## config.mk

```make
export PLATFORM = sky130hd
export DESIGN_NAME = stopwatch_counter
export DESIGN_NICKNAME = d
export VERILOG_FILES = /design/src/rtl/stopwatch_pkg.sv /design/src/rtl/stopwatch_counter_bcd_digit.sv /design/src/rtl/stopwatch_counter.sv
export SDC_FILE = /design/constraint.sdc
export NUM_CORES = 1
export LEC_CHECK = 0
export ABC_AREA = 1
export BUFFER_PORTS_ARGS = -buffer_cell sky130_fd_sc_hd__buf_2
export CORE_MARGIN = 4
export CORE_UTILIZATION = 48
export DETAILED_ROUTE_END_ITERATION = 6
export HOLD_SLACK_MARGIN = 0.08
export PLACE_DENSITY = 0.67
export RECOVER_POWER = 25
export SLEW_MARGIN = 0
export SYNTH_ARGS = -nofsm -noshare
export SYNTH_HDL_FRONTEND = slang
export SYNTH_SLANG_ARGS = --single-unit
```

## constraint.sdc

```tcl
create_clock -name clk -period 3.2 [get_ports clk]
set_clock_uncertainty 0.15 [all_clocks]
set_input_delay 0.96 -clock clk [delete_from_list [all_inputs] [get_ports clk]]
set_output_delay 0.96 -clock clk [all_outputs]
set_load 0.02 [all_outputs]
```

## src/rtl/stopwatch_pkg.sv

```systemverilog
// stopwatch_pkg: shared BCD digit type and digit limits for the stopwatch
package stopwatch_pkg;
  typedef logic [3:0] bcd_t;
  localparam bcd_t UNITS_MAX = 4'd9;
  localparam bcd_t TENS_MAX = 4'd5;
endpackage

```

## src/rtl/stopwatch_counter_bcd_digit.sv

```systemverilog
// bcd_digit: one up/down BCD digit, wraps 0..MAX; ports clk, rst (async), en, up, clr -> q, cy (carry/borrow out)
module bcd_digit
  import stopwatch_pkg::*;
#(
  parameter bcd_t MAX = UNITS_MAX
) (
  input  logic clk,
  input  logic rst,
  input  logic en,
  input  logic up,
  input  logic clr,
  output bcd_t q,
  output logic cy
);
  always_ff @(posedge clk or posedge rst)
    if (rst) q <= '0;
    else if (clr) q <= '0;
    else if (en) q <= up ? (q == MAX ? '0 : q + 4'd1) : (q == '0 ? MAX : q - 4'd1);
  assign cy = en & (up ? q == MAX : q == '0);
endmodule

```

## src/rtl/stopwatch_counter.sv

```systemverilog
// stopwatch_counter: MM:SS BCD up/down timekeeper; ports clk, rst (async), countup, paused, clear -> sec_lo, sec_hi, min_lo, min_hi, tick, zero_hit
module stopwatch_counter
  import stopwatch_pkg::*;
#(
  parameter int TICK_DIV = 50_000_000
) (
  input  logic clk,
  input  logic rst,
  input  logic countup,
  input  logic paused,
  input  logic clear,
  output bcd_t sec_lo,
  output bcd_t sec_hi,
  output bcd_t min_lo,
  output bcd_t min_hi,
  output logic tick,
  output logic zero_hit
);
  localparam int PW = TICK_DIV > 1 ? $clog2(TICK_DIV) : 1;
  logic [PW-1:0] pre;
  logic step, is_zero, at_one, unused_wrap;
  logic [3:0] en, cy;
  bcd_t d [4];
  assign step = !paused && !clear && pre == PW'(TICK_DIV - 1);
  assign is_zero = {d[3], d[2], d[1], d[0]} == 16'h0000;
  assign at_one = {d[3], d[2], d[1], d[0]} == 16'h0001;
  // a down-step at 00:00 must not borrow through to 59:59
  assign en = {cy[2:0], step && (countup || !is_zero)};
  assign unused_wrap = cy[3];
  for (genvar i = 0; i < 4; i++) begin : g_dig
    bcd_digit #(.MAX(i % 2 ? TENS_MAX : UNITS_MAX)) u_dig (
      .clk(clk), .rst(rst), .en(en[i]), .up(countup), .clr(clear), .q(d[i]), .cy(cy[i])
    );
  end
  assign {min_hi, min_lo, sec_hi, sec_lo} = {d[3], d[2], d[1], d[0]};
  always_ff @(posedge clk or posedge rst)
    if (rst) begin
      pre <= '0;
      tick <= 1'b0;
      zero_hit <= 1'b0;
    end else begin
      pre <= clear || step ? '0 : paused ? pre : pre + 1'b1;
      tick <= step;
      zero_hit <= step && !countup && at_one;
    end
endmodule
```

Yosys cells after proc, flatten, opt, wreduce, memory -nomap -nowiden
Cells that the tools add are included.
{"block": "totals", "regBits": 44, "wordCells": 71, "inputBits": 5}
{"block": "op_classes", "add_sub_neg": 9, "n_reduce_logical": 20, "muxes": 25, "bitwise": 3, "eq_ne": 7}
{"operator": "2-to-1 mux 4 bit", "count": 20}
{"operator": "2-to-1 mux 26 bit", "count": 2}
{"operator": "adder 26 x 1 -> 26 bit, second input constant", "count": 1}
{"operator": "== test 26 bit, second input constant", "count": 1}
{"operator": "adder 4 x 1 -> 4 bit, second input constant", "count": 4}
{"operator": "== test 16 x 1 -> 1 bit, second input constant", "count": 1}
{"operator": "zero test 16 bit", "count": 1}
{"operator": "zero test 4 bit", "count": 4}
{"operator": "subtractor 4 x 1 -> 4 bit, second input constant", "count": 4}
{"operator": "== test 4 x 3 -> 1 bit, second input constant", "count": 2}
{"operator": "== test 4 bit, second input constant", "count": 2}
{"operator": "nonzero test 2 bit", "count": 4}
{"operator": "logical AND 1 bit", "count": 5}
{"operator": "zero test 1 bit", "count": 4}
{"operator": "AND 1 bit", "count": 3}
{"operator": "2-to-1 mux 1 bit", "count": 3}
{"operator": "logical OR 1 bit", "count": 2}
{"operator": "inequality test 2 x 1 -> 1 bit, second input constant", "count": 1}

Longest topological paths before layout
Gate-level depths: netlist of the first run.
{"block": "depth", "ltp_word": 9, "ltp_mapped": 12}

Modules after synthesis
From an unflattened synthesis of the first run, not the netlist that was laid out.
{"block": "hier_totals", "hier_cells": 520, "area_unflattened_um2": 3333.2}
{"mod": "stopwatch_counter", "cells_per_inst": 288, "n_inst": 1, "area_each_um2": 1871.8}
{"mod": "bcd_digit (g_dig[0].u_dig ...)", "cells_per_inst": 60, "n_inst": 2, "area_each_um2": 381.6}
{"mod": "bcd_digit (g_dig[1].u_dig ...)", "cells_per_inst": 56, "n_inst": 2, "area_each_um2": 349.1}

Worst setup path after synthesis of the first run
No wires, ideal clock.
{"block": "synth_path", "path_kind": "input to register", "start": "input clear", "end": "register g_dig[3].u_dig.q[0]", "stages": 11, "slack_ns": 0.930, "arrival_ns": 2.003, "required_time_ns": 2.932, "cell_sequence": "buf_4 > inv_2 > nand2_1 > nor2_1 > nand3_2 > nor2_4 > nand4_4 > nand2_4 > nand2_2 > nand2_1 > nand2_1"}
{"block": "synth_between", "elab_chain_len": 8, "word_cells_on_any_way": 9}
{"element": "start, declared", "line_no": "stopwatch_counter.sv:11", "rtl": "input logic clear,"}
{"element": "zero test 1 bit", "line_no": "stopwatch_counter.sv:24", "rtl": "assign step = !paused && !clear && pre == PW'(TICK_DIV - 1);"}
{"element": "logical AND 1 bit (2 in series)", "line_no": "stopwatch_counter.sv:24"}
{"element": "logical AND 1 bit", "line_no": "stopwatch_counter.sv:28", "rtl": "assign en = {cy[2:0], step && (countup || !is_zero)};"}
{"element": "AND 1 bit (3 in series)", "line_no": "stopwatch_counter_bcd_digit.sv:19", "rtl": "assign cy = en & (up ? q == MAX : q == '0);"}
{"element": "nonzero test 2 bit (no source line)"}
{"element": "end signal, assigned", "line_no": "stopwatch_counter_bcd_digit.sv:18", "rtl": "else if (en) q <= up ? (q == MAX ? '0 : q + 4'd1) : (q == '0 ? MAX : q - 4'd1);"}
{"element": "end, declared", "line_no": "stopwatch_counter_bcd_digit.sv:12", "rtl": "output bcd_t q,"}
Several ways; a longest one is shown, not always the timed one.
A chain may end at the register's enable or synchronous reset.

Worst setup path after layout of the first run
{"block": "layout_path", "start": "input clear", "end": "register pre[23]"}
{"block": "layout_between", "elab_chain_len": 5, "word_cells_on_any_way": 6}
{"element": "zero test 1 bit", "line_no": "stopwatch_counter.sv:24"}
{"element": "logical AND 1 bit (2 in series)", "line_no": "stopwatch_counter.sv:24"}
{"element": "logical OR 1 bit (*)", "line_no": "stopwatch_counter.sv:42", "rtl": "pre <= clear || step ? '0 : paused ? pre : pre + 1'b1;"}
{"element": "inequality test 2 x 1 -> 1 bit (no source line) or 2-to-1 mux 26 bit (tied branches)"}
{"element": "end signal, assigned", "line_no": "stopwatch_counter.sv:42"}
{"element": "end, declared", "line_no": "stopwatch_counter.sv:20", "rtl": "logic [PW-1:0] pre;"}
Mark *: on every way between the ends. The rest lies on a longest branch, timed or not.

==> qor.txt, run 1 <==
RUN STATUS
-------------------------------------------------------------------------------------------------
Run status                                                                           complete, no violations

SETUP PATH
-------------------------------------------------------------------------------------------------
Critical path class                                                                     in -> reg
Data arrival time of the worst path                                                       2400 ps
Endpoint required time on the critical path                                               3250 ps
Type of origin of the critical path                                                     input pin
Maximum fanout along the worst path                                                            15
Critical path capture point type                                                        flip-flop

STA
-------------------------------------------------------------------------------------------------
Total Negative Setup Slacks                                                                  0 ps
Top achievable clock speed                                                                424 MHz
RSZ-0062 raised after global routing                                                        false
Post-layout minimum cycle time                                                            2360 ps
Endpoints failing setup                                                                         0
Total count of max-transition violations in the final report                                    0
Number of failing hold endpoints at the final stage                                             0
Max-slew headroom at the worst pin                                                          0.473
Final critical-path share of the clock period                                               0.737
Transition at the pin with the smallest max-transition slack                               790 ps

FINAL LAYOUT
-------------------------------------------------------------------------------------------------
Cell Count, Final, Fillers Out                                                                521
Layout net count                                                                              452
Layout Area Growth over Synthesis                                                           9.53%
Share of post-route cells with drive strength above 1                                       0.132
Final Instance Area                                                                      3180 um2
Final antenna diode count                                                                       0
Filler cells                                                                                  595

PLACE
-------------------------------------------------------------------------------------------------
Final weighted congestion in routability-driven placement                                   0.899
Count of input and output buffers                                                              22
Post-DP HPWL                                                                              5.26 mm
Post-placement cell area                                                                 3100 um2
Post-placement cell count                                                                     514

SYNTH
-------------------------------------------------------------------------------------------------
Most instantiated library cell after synthesis                                            nand2_1
YS warnings                                                                                     0
Synth Register Bits                                                                            44
Share of the yosys chip area belonging to registers                                         0.380
Number of distinct library cell variants in the gate-level netlist after synthesis             38
Avg Cell Area, Syn                                                                       6.91 um2
Cell count after synthesis                                                                    420
Area of the mapped netlist                                                               2900 um2
Number of nets in the synthesized netlist                                                     426
Top flip-flop cell by instance count after synthesis                                      dfrtp_1
EDFF count, synth                                                                               0
Biggest area contributors in the synthesized netlist                                 dfrtp_1 (38%), nand2_1 (13%), nand3_1 (7.2%)
Share of flip-flops with an asynchronous set or reset                                        1.00
Most instantiated cells after synthesis                                              nand2_1 (102), nor2_1 (56), inv_1 (52)
Biggest area consumer among synthesized cells                                             dfrtp_1
Share of the synthesized area in the top cell type                                          0.380

CLOCK TREE
-------------------------------------------------------------------------------------------------
Cts hold-fix bufs                                                                               0
Clock sinks                                                                                    44
Number of buffers added by the clock tree synthesis step                                        5
Cells resized by post-CTS repair                                                                0
Number of post-CTS setup repair buffers                                                         0
Clock Path Buffers                                                                              2
Clock tree from TritonCTS                                                                   built
Level count of the clock H-tree                                                                 2
Root Buffer Master                                                                       clkbuf_8
Clock-pin slew of the registers on the worst-case setup and hold paths                      80 ps
Clock insertion delay at the later pin of the skew report                                  300 ps

PWR
-------------------------------------------------------------------------------------------------
Clk network pwr share                                                                       0.317
Worst IR drop on VDD                                                                     0.156 mV
Power share of the combinational group                                                      0.131
Internal Dissipation                                                                       754 uW
Switching Share                                                                             0.282
Leak Pwr                                                                               0.00155 uW
P_sw                                                                                       296 uW
Total power divided by cell area                                                       330 nW/um2
Sequential share of power                                                                   0.551

DETAILED ROUTING
-------------------------------------------------------------------------------------------------
Detailed-router iteration count before antenna repair                                           4
Initial drt markers                                                                           186
Drt drc                                                                                         0
Number of nets with antenna violations after routing                                            0
Vias                                                                                         2778
DR vias/cell                                                                                 5.33
Post-Route WL                                                                             6.88 mm
Detailed-route wire length per cell                                                       13.2 um

GRT
-------------------------------------------------------------------------------------------------
Number of global-route vias before repair                                                    2551
Total congestion overflow after global routing                                                  0
Maximum number of pins on one net before global-route repair                                   32
GRT Overall Usage                                                                           0.203
Wire length of the first global-routing pass                                              12.1 mm
Antenna violations before repair                                                                0

FLOORPLAN
-------------------------------------------------------------------------------------------------
Die Span X                                                                                85.7 um
Core Rows                                                                                      28
CORE AREA                                                                                5890 um2
Number of placed I/O pins                                                                      23
Initial Utilization                                                                         0.493
Y dimension of the die                                                                    85.7 um
Area enclosed by the die boundary                                                        7350 um2

JOB
-------------------------------------------------------------------------------------------------
Max-Cap Viols                                                                                   0

HOLD PATH
-------------------------------------------------------------------------------------------------
Worst Hold Class                                                                       reg -> reg

==> final timing paths <==
check	slack (ps)	cells after the start	from	to
max	840	10	clear	pre[23]
min	380	1	pre[14]	pre[14]
max reg2reg	1180	9	pre[0]	pre[21]
min reg2reg	380	1	pre[14]	pre[14]
max in group asynchronous	1180	3	rst	pre[11]
min in group asynchronous	540	2	rst	g_dig[0].u_dig.q[1]
==> layout make-up <==
class | instances | area [um2] | area share
Inverter | 57 | 214 | 0.0673
Tap cell | 75 | 93.8 | 0.0295
Clock buffer | 6 | 72.6 | 0.0228
Sequential cell | 44 | 1100 | 0.347
Multi-Input combinational cell | 311 | 1550 | 0.486
Timing Repair Buffer | 27 | 145 | 0.0457
Clock inverter | 1 | 5.00 | 0.00158
==> registers in the layout, indices dropped and copies added, names as in the netlist <==
| name | count |
|---|---|
| pre | 26 |
| zero_hit | 1 |
| tick | 1 |
| g_dig.u_dig.q | 16 |
==> critical path: stages <==
cell      delay [ps]
buf_2            170
inv_2            210
nand2_1           80
nor2_1           130
nand3_2           90
nor2_4           210
nor2_2           120
inv_2            230
o21bai_1         160
nor2_1            50
==> power by group through the flow <==
stage / logic, uW / clock network [uW] / registers, uW
2_1_floorplan: 90.6 / 0 / 596
3_5_place_dp: 138 / 0 / 589
5_1_grt: 155 / 373 / 581
4_1_cts: 139 / 350 / 578
6_report: 138 / 333 / 579
3_3_place_gp: 136 / 0 / 588
==> cells in the final DEF, fill, tap and decap left out, types with 11 or more instances in the layout <==
cell type,count
dfrtp_1,44
o21ai_0,12
nor2_1,56
buf_2,22
nor3_1,13
nand3_1,42
xor2_1,11
a21oi_1,21
nand2_1,102
nand4_1,11
inv_1,52
==> metal layers <==
metal | share of wire | vias to the layer above | GRT usage
li1 | - | 1418 | -
met1 | 0.51 | 1285 | 0.309
met2 | 0.43 | 70 | 0.301
met3 | 0.051 | 5 | 0.0375
met4 | 0.0099 | 0 | 0.0403
met5 | 0 | - | 0
==> metrics by stage <==
stage / setup slack [ps] / total power, uW / util / hold slack [ps]
finish: 842 / 1050 / 0.540 / 377
global route: 672 / 1110 / 0.540 / 409
CTS: 838 / 1070 / 0.540 / 369
detailed placement: 525 / 728 / 0.527 / 355
global placement: 563 / 724 / 0.527 / 351
floorplan: 930 / 686 / - / 325
==> kinds of logic after synthesis <==
group / share of synthesized area
and+or+nand+nor: 0.393
buffers and inverters: 0.0876
AOI/OAI and AO/OA: 0.0984
DFF: 0.380
xor gates and xnor gates: 0.0332
muxes: 0.00345
adders and majority gates: 0.00431
(Power assumes the default switching activity.)
==> run 2: changes to the inputs <==
--- a/config.mk
+++ b/config.mk
@@ -5,13 +5,13 @@
 export SDC_FILE = /design/constraint.sdc
 export NUM_CORES = 1
 export LEC_CHECK = 0
-export ABC_AREA = 1
+export ABC_AREA = 0
 export BUFFER_PORTS_ARGS = -buffer_cell sky130_fd_sc_hd__buf_2
 export CORE_MARGIN = 4
 export CORE_UTILIZATION = 48
 export DETAILED_ROUTE_END_ITERATION = 6
 export HOLD_SLACK_MARGIN = 0.08
-export PLACE_DENSITY = 0.67
+export PLACE_DENSITY = 0.7
 export RECOVER_POWER = 25
 export SLEW_MARGIN = 0
 export SYNTH_ARGS = -nofsm -noshare
==> constraint.sdc (replaced) <==
create_clock -name clk -period 2 [get_ports clk]
set_clock_uncertainty 0.15 [all_clocks]
set_input_delay 0.6 -clock clk [delete_from_list [all_inputs] [get_ports clk]]
set_output_delay 0.6 -clock clk [all_outputs]
set_load 0.02 [all_outputs]
==> qor.txt, run 2 <==
STA
-------------------------------------------------------------------------------------------------
Endpoints failing setup                                                                        44   +44
RSZ-0062 raised after global routing                                                         true
Worst hold slack across all endpoints                                                      412 ps   +34.4 ps
Final critical-path share of the clock period                                                1.38
Max-slew headroom at the worst pin                                                          0.253   -0.220
Number of failing hold endpoints at the final stage                                             0   unchanged
Post-layout minimum cycle time                                                            2770 ps
Total count of max-transition violations in the final report                                    0   unchanged
Transition at the pin with the smallest max-transition slack                              1120 ps   +330 ps
Top achievable clock speed                                                                361 MHz
Final worst setup slack                                                                   -767 ps   -1610 ps

SETUP PATH
-------------------------------------------------------------------------------------------------
Critical path class                                                                    reg -> reg
Delay of the slowest cell on the worst path                                                500 ps   +270 ps
Slowest-stage cell, CP                                                                      or4_4
Crit path buffers/inverters                                                                     0   -3
Family of cells with the greatest summed delay on the critical path                  simple AND/OR/NAND/NOR gates
Data arrival time of the worst path                                                       2840 ps   +440 ps
Endpoint required time on the critical path                                               2070 ps   -1180 ps
Maximum fanout along the worst path                                                             4   -11
Critical Path, Cell by Cell                                                          ha_2 > nand4_1 > or3_4 > or4_4 > or3_4 > or4_4 > a21oi_2
Critical path capture point type                                                        flip-flop
Type of origin of the critical path                                                     flip-flop

FINAL LAYOUT
-------------------------------------------------------------------------------------------------
Layout Area Growth over Synthesis                                                           40.5%
Top flop regs                                                                        pre: 26 flops, g_dig.u_dig.q: 16 flops
Layout net count                                                                              408   -9.7%
Final Instance Area                                                                      3640 um2   +14%
Flip-flop count of the largest register after layout                                           26   unchanged
Final antenna diode count                                                                       0   unchanged
Biggest register                                                                              pre
Most frequent cells in the layout                                                    buf_4 (85), nor2_1 (44), dfrtp_1 (44)
Most common cell after layout, fill and taps aside                                          buf_4
Share of post-route cells with drive strength above 1                                       0.370   +0.237
Post-layout util                                                                            0.703   +0.163

PWR
-------------------------------------------------------------------------------------------------
Worst IR drop on VDD                                                                     0.417 mV   +170%
Leak Pwr                                                                               0.00165 uW   +6.1%
Overall power                                                                             1610 uW   +53%
Total power divided by cell area                                                       441 nW/um2   +34%

PLACE
-------------------------------------------------------------------------------------------------
Post-DP HPWL                                                                              4.64 mm   -12%
Count of input and output buffers                                                              22   unchanged
Worst-case setup slack after placement                                                    -930 ps   -1450 ps
Post-placement cell area                                                                 3400 um2   +9.6%
Final weighted congestion in routability-driven placement                                   0.835   -7.1%

HOLD PATH
-------------------------------------------------------------------------------------------------
Worst Hold Class                                                                       reg -> reg

CLOCK TREE
-------------------------------------------------------------------------------------------------
Clock tree from TritonCTS                                                                   built
Clock sinks                                                                                    44   unchanged
Level count of the clock H-tree                                                                 2   unchanged
Clock Path Buffers                                                                              2   unchanged
Root Buffer Master                                                                       clkbuf_8
Clock-pin slew of the registers on the worst-case setup and hold paths                      80 ps   about the same
Number of buffers added by the clock tree synthesis step                                        5   unchanged
Clock insertion delay at the later pin of the skew report                                  300 ps   about the same

SYNTH
-------------------------------------------------------------------------------------------------
Share of the yosys chip area belonging to registers                                         0.425   +0.0457
Synth Register Bits                                                                            44   unchanged
EDFF count, synth                                                                               0   unchanged
Cell count after synthesis                                                                    303   -28%
Most instantiated library cell after synthesis                                             nor2_1
Share of flip-flops with an asynchronous set or reset                                        1.00   unchanged
Area of the mapped netlist                                                               2590 um2   -11%
YS warnings                                                                                     0   unchanged
Biggest area contributors in the synthesized netlist                                 dfrtp_1 (43%), nor2_1 (6.5%), xor2_1 (5.4%)
Most instantiated cells after synthesis                                              nor2_1 (45), dfrtp_1 (44), nand2_1 (24)
Avg Cell Area, Syn                                                                       8.54 um2   +24%
Share of the synthesized area in the top cell type                                          0.425   +0.0457
Top flip-flop cell by instance count after synthesis                                      dfrtp_1
Number of distinct library cell variants in the gate-level netlist after synthesis             43   +13%
Number of nets in the synthesized netlist                                                     309   -27%
Biggest area consumer among synthesized cells                                             dfrtp_1

RUN STATUS
-------------------------------------------------------------------------------------------------
Run status                                                                           finished, violations left
Failing checks                                                                       setup timing

DETAILED ROUTING
-------------------------------------------------------------------------------------------------
Number of nets with antenna violations after routing                                            0   unchanged
Post-Route WL                                                                             6.78 mm   -1.4%
Drt drc                                                                                         0   unchanged
DR vias/cell                                                                                 5.44   +2.1%
Initial drt markers                                                                           155   -17%
Vias                                                                                         2574   -7.3%
Detailed-router iteration count before antenna repair                                           4   unchanged
Detailed-route wire length per cell                                                       14.3 um   +8.6%

FLOORPLAN
-------------------------------------------------------------------------------------------------
CORE AREA                                                                                5170 um2   -12%
Core Rows                                                                                      26   -7.1%
Area enclosed by the die boundary                                                        6630 um2   -9.8%
Initial Utilization                                                                         0.500   +0.00771
Number of placed I/O pins                                                                      23   unchanged
Die Span X                                                                                81.4 um   -5.0%
Y dimension of the die                                                                    81.4 um   -5.0%

GRT
-------------------------------------------------------------------------------------------------
Wire length of the first global-routing pass                                              11.4 mm   -5.4%
GRT Overall Usage                                                                           0.219   +0.0163
Maximum number of pins on one net before global-route repair                                   45   +41%
Antenna violations before repair                                                                0   unchanged
Total congestion overflow after global routing                                                  0   unchanged
Number of global-route vias before repair                                                    2562   +0.43%

JOB
-------------------------------------------------------------------------------------------------
Max-Cap Viols                                                                                   0   unchanged

## run 2: changes by cell type after synthesis, sizes merged, moves of 6 or more
cell	before	now
or3	0	7
nand2b	0	8
inv	57	10
clkbuf	3	18
nor4	2	9
nor2	62	45
nand2	107	24
a21oi	21	13
nand3	45	11
or4	0	6
nor2b	0	6
xnor2	0	14
## run 2: logic make-up after synthesis
kind of cell / after synthesis / share of synthesized area
flip-flops: 44 / 0.425
multiplexers: 5 / 0.0198
buffers and inverters: 30 / 0.0440
adder cells (fa/ha/maj): 1 / 0.00483
AO/OA/AOI/OAI: 48 / 0.116
XOR/XNOR: 30 / 0.101
AND/OR/NAND/NOR: 145 / 0.289
## run 2: final cells by class
cell class                 instances  area (um2)
clock buffer                       6        82.6
tap                               70        87.6
timing repair buffer             112         821
inverter                          10        37.5
clock inverter                     2        10.0
multi-input combinational        229        1500
fill                             387        1540
sequential                        44        1100
## run 2: worst paths after layout
path,cells past startpoint,startpoint,slack (ps),end
setup / recovery,7,pre[1],-770,g_dig[1].u_dig.q[1]
hold / removal,2,pre[25],410,pre[25]
setup reg to reg,7,pre[1],-770,g_dig[1].u_dig.q[1]
hold reg to reg,2,pre[25],410,pre[25]
max in group asynchronous,3,rst,510,pre[17]
min in group asynchronous,3,rst,490,pre[6]
## run 2: per-stage QoR
stage	std cells	setup TNS, ps
after floorplan	303	-12820
after global placement	458	-18570
after detailed placement	458	-19990
after CTS	469	-14590
after global routing	473	-20920
final	473	-16700
## run 2: what timing repair did
item	CTS	global route
resized for setup	10	12
hold buffers	0	0
pin swaps	13	2
endpoints found under the setup margin	44	44
cloned	0	1
setup buffers	3	3
## run 2: per-layer routing
metal / routed length [um] / global-route usage / vias to the layer above / share of wire
met2: 3600 / 0.394 / 59 / 0.53
li1: - / - / 1256 / -
met3: 244 / 0.0417 / 11 / 0.036
met4: 117 / 0.0777 / 0 / 0.017
met1: 2820 / 0.259 / 1248 / 0.42
met5: 0 / 0 / - / 0
## run 2: worst min-delay path: cells and delay by family, from the launching register on
kind             cells  cell delay [ps]
XOR/XNOR             1               70
flip-flops           1              360
AND/OR/NAND/NOR      1              100
## run 2: power breakdown
group          total (uW)  leakage (uW)  internal, uW  switching [uW]
Combinational         132      0.000984          53.4            78.8
Sequential            896      0.000614           893            2.73
Clock                 578     0.0000510           276             302
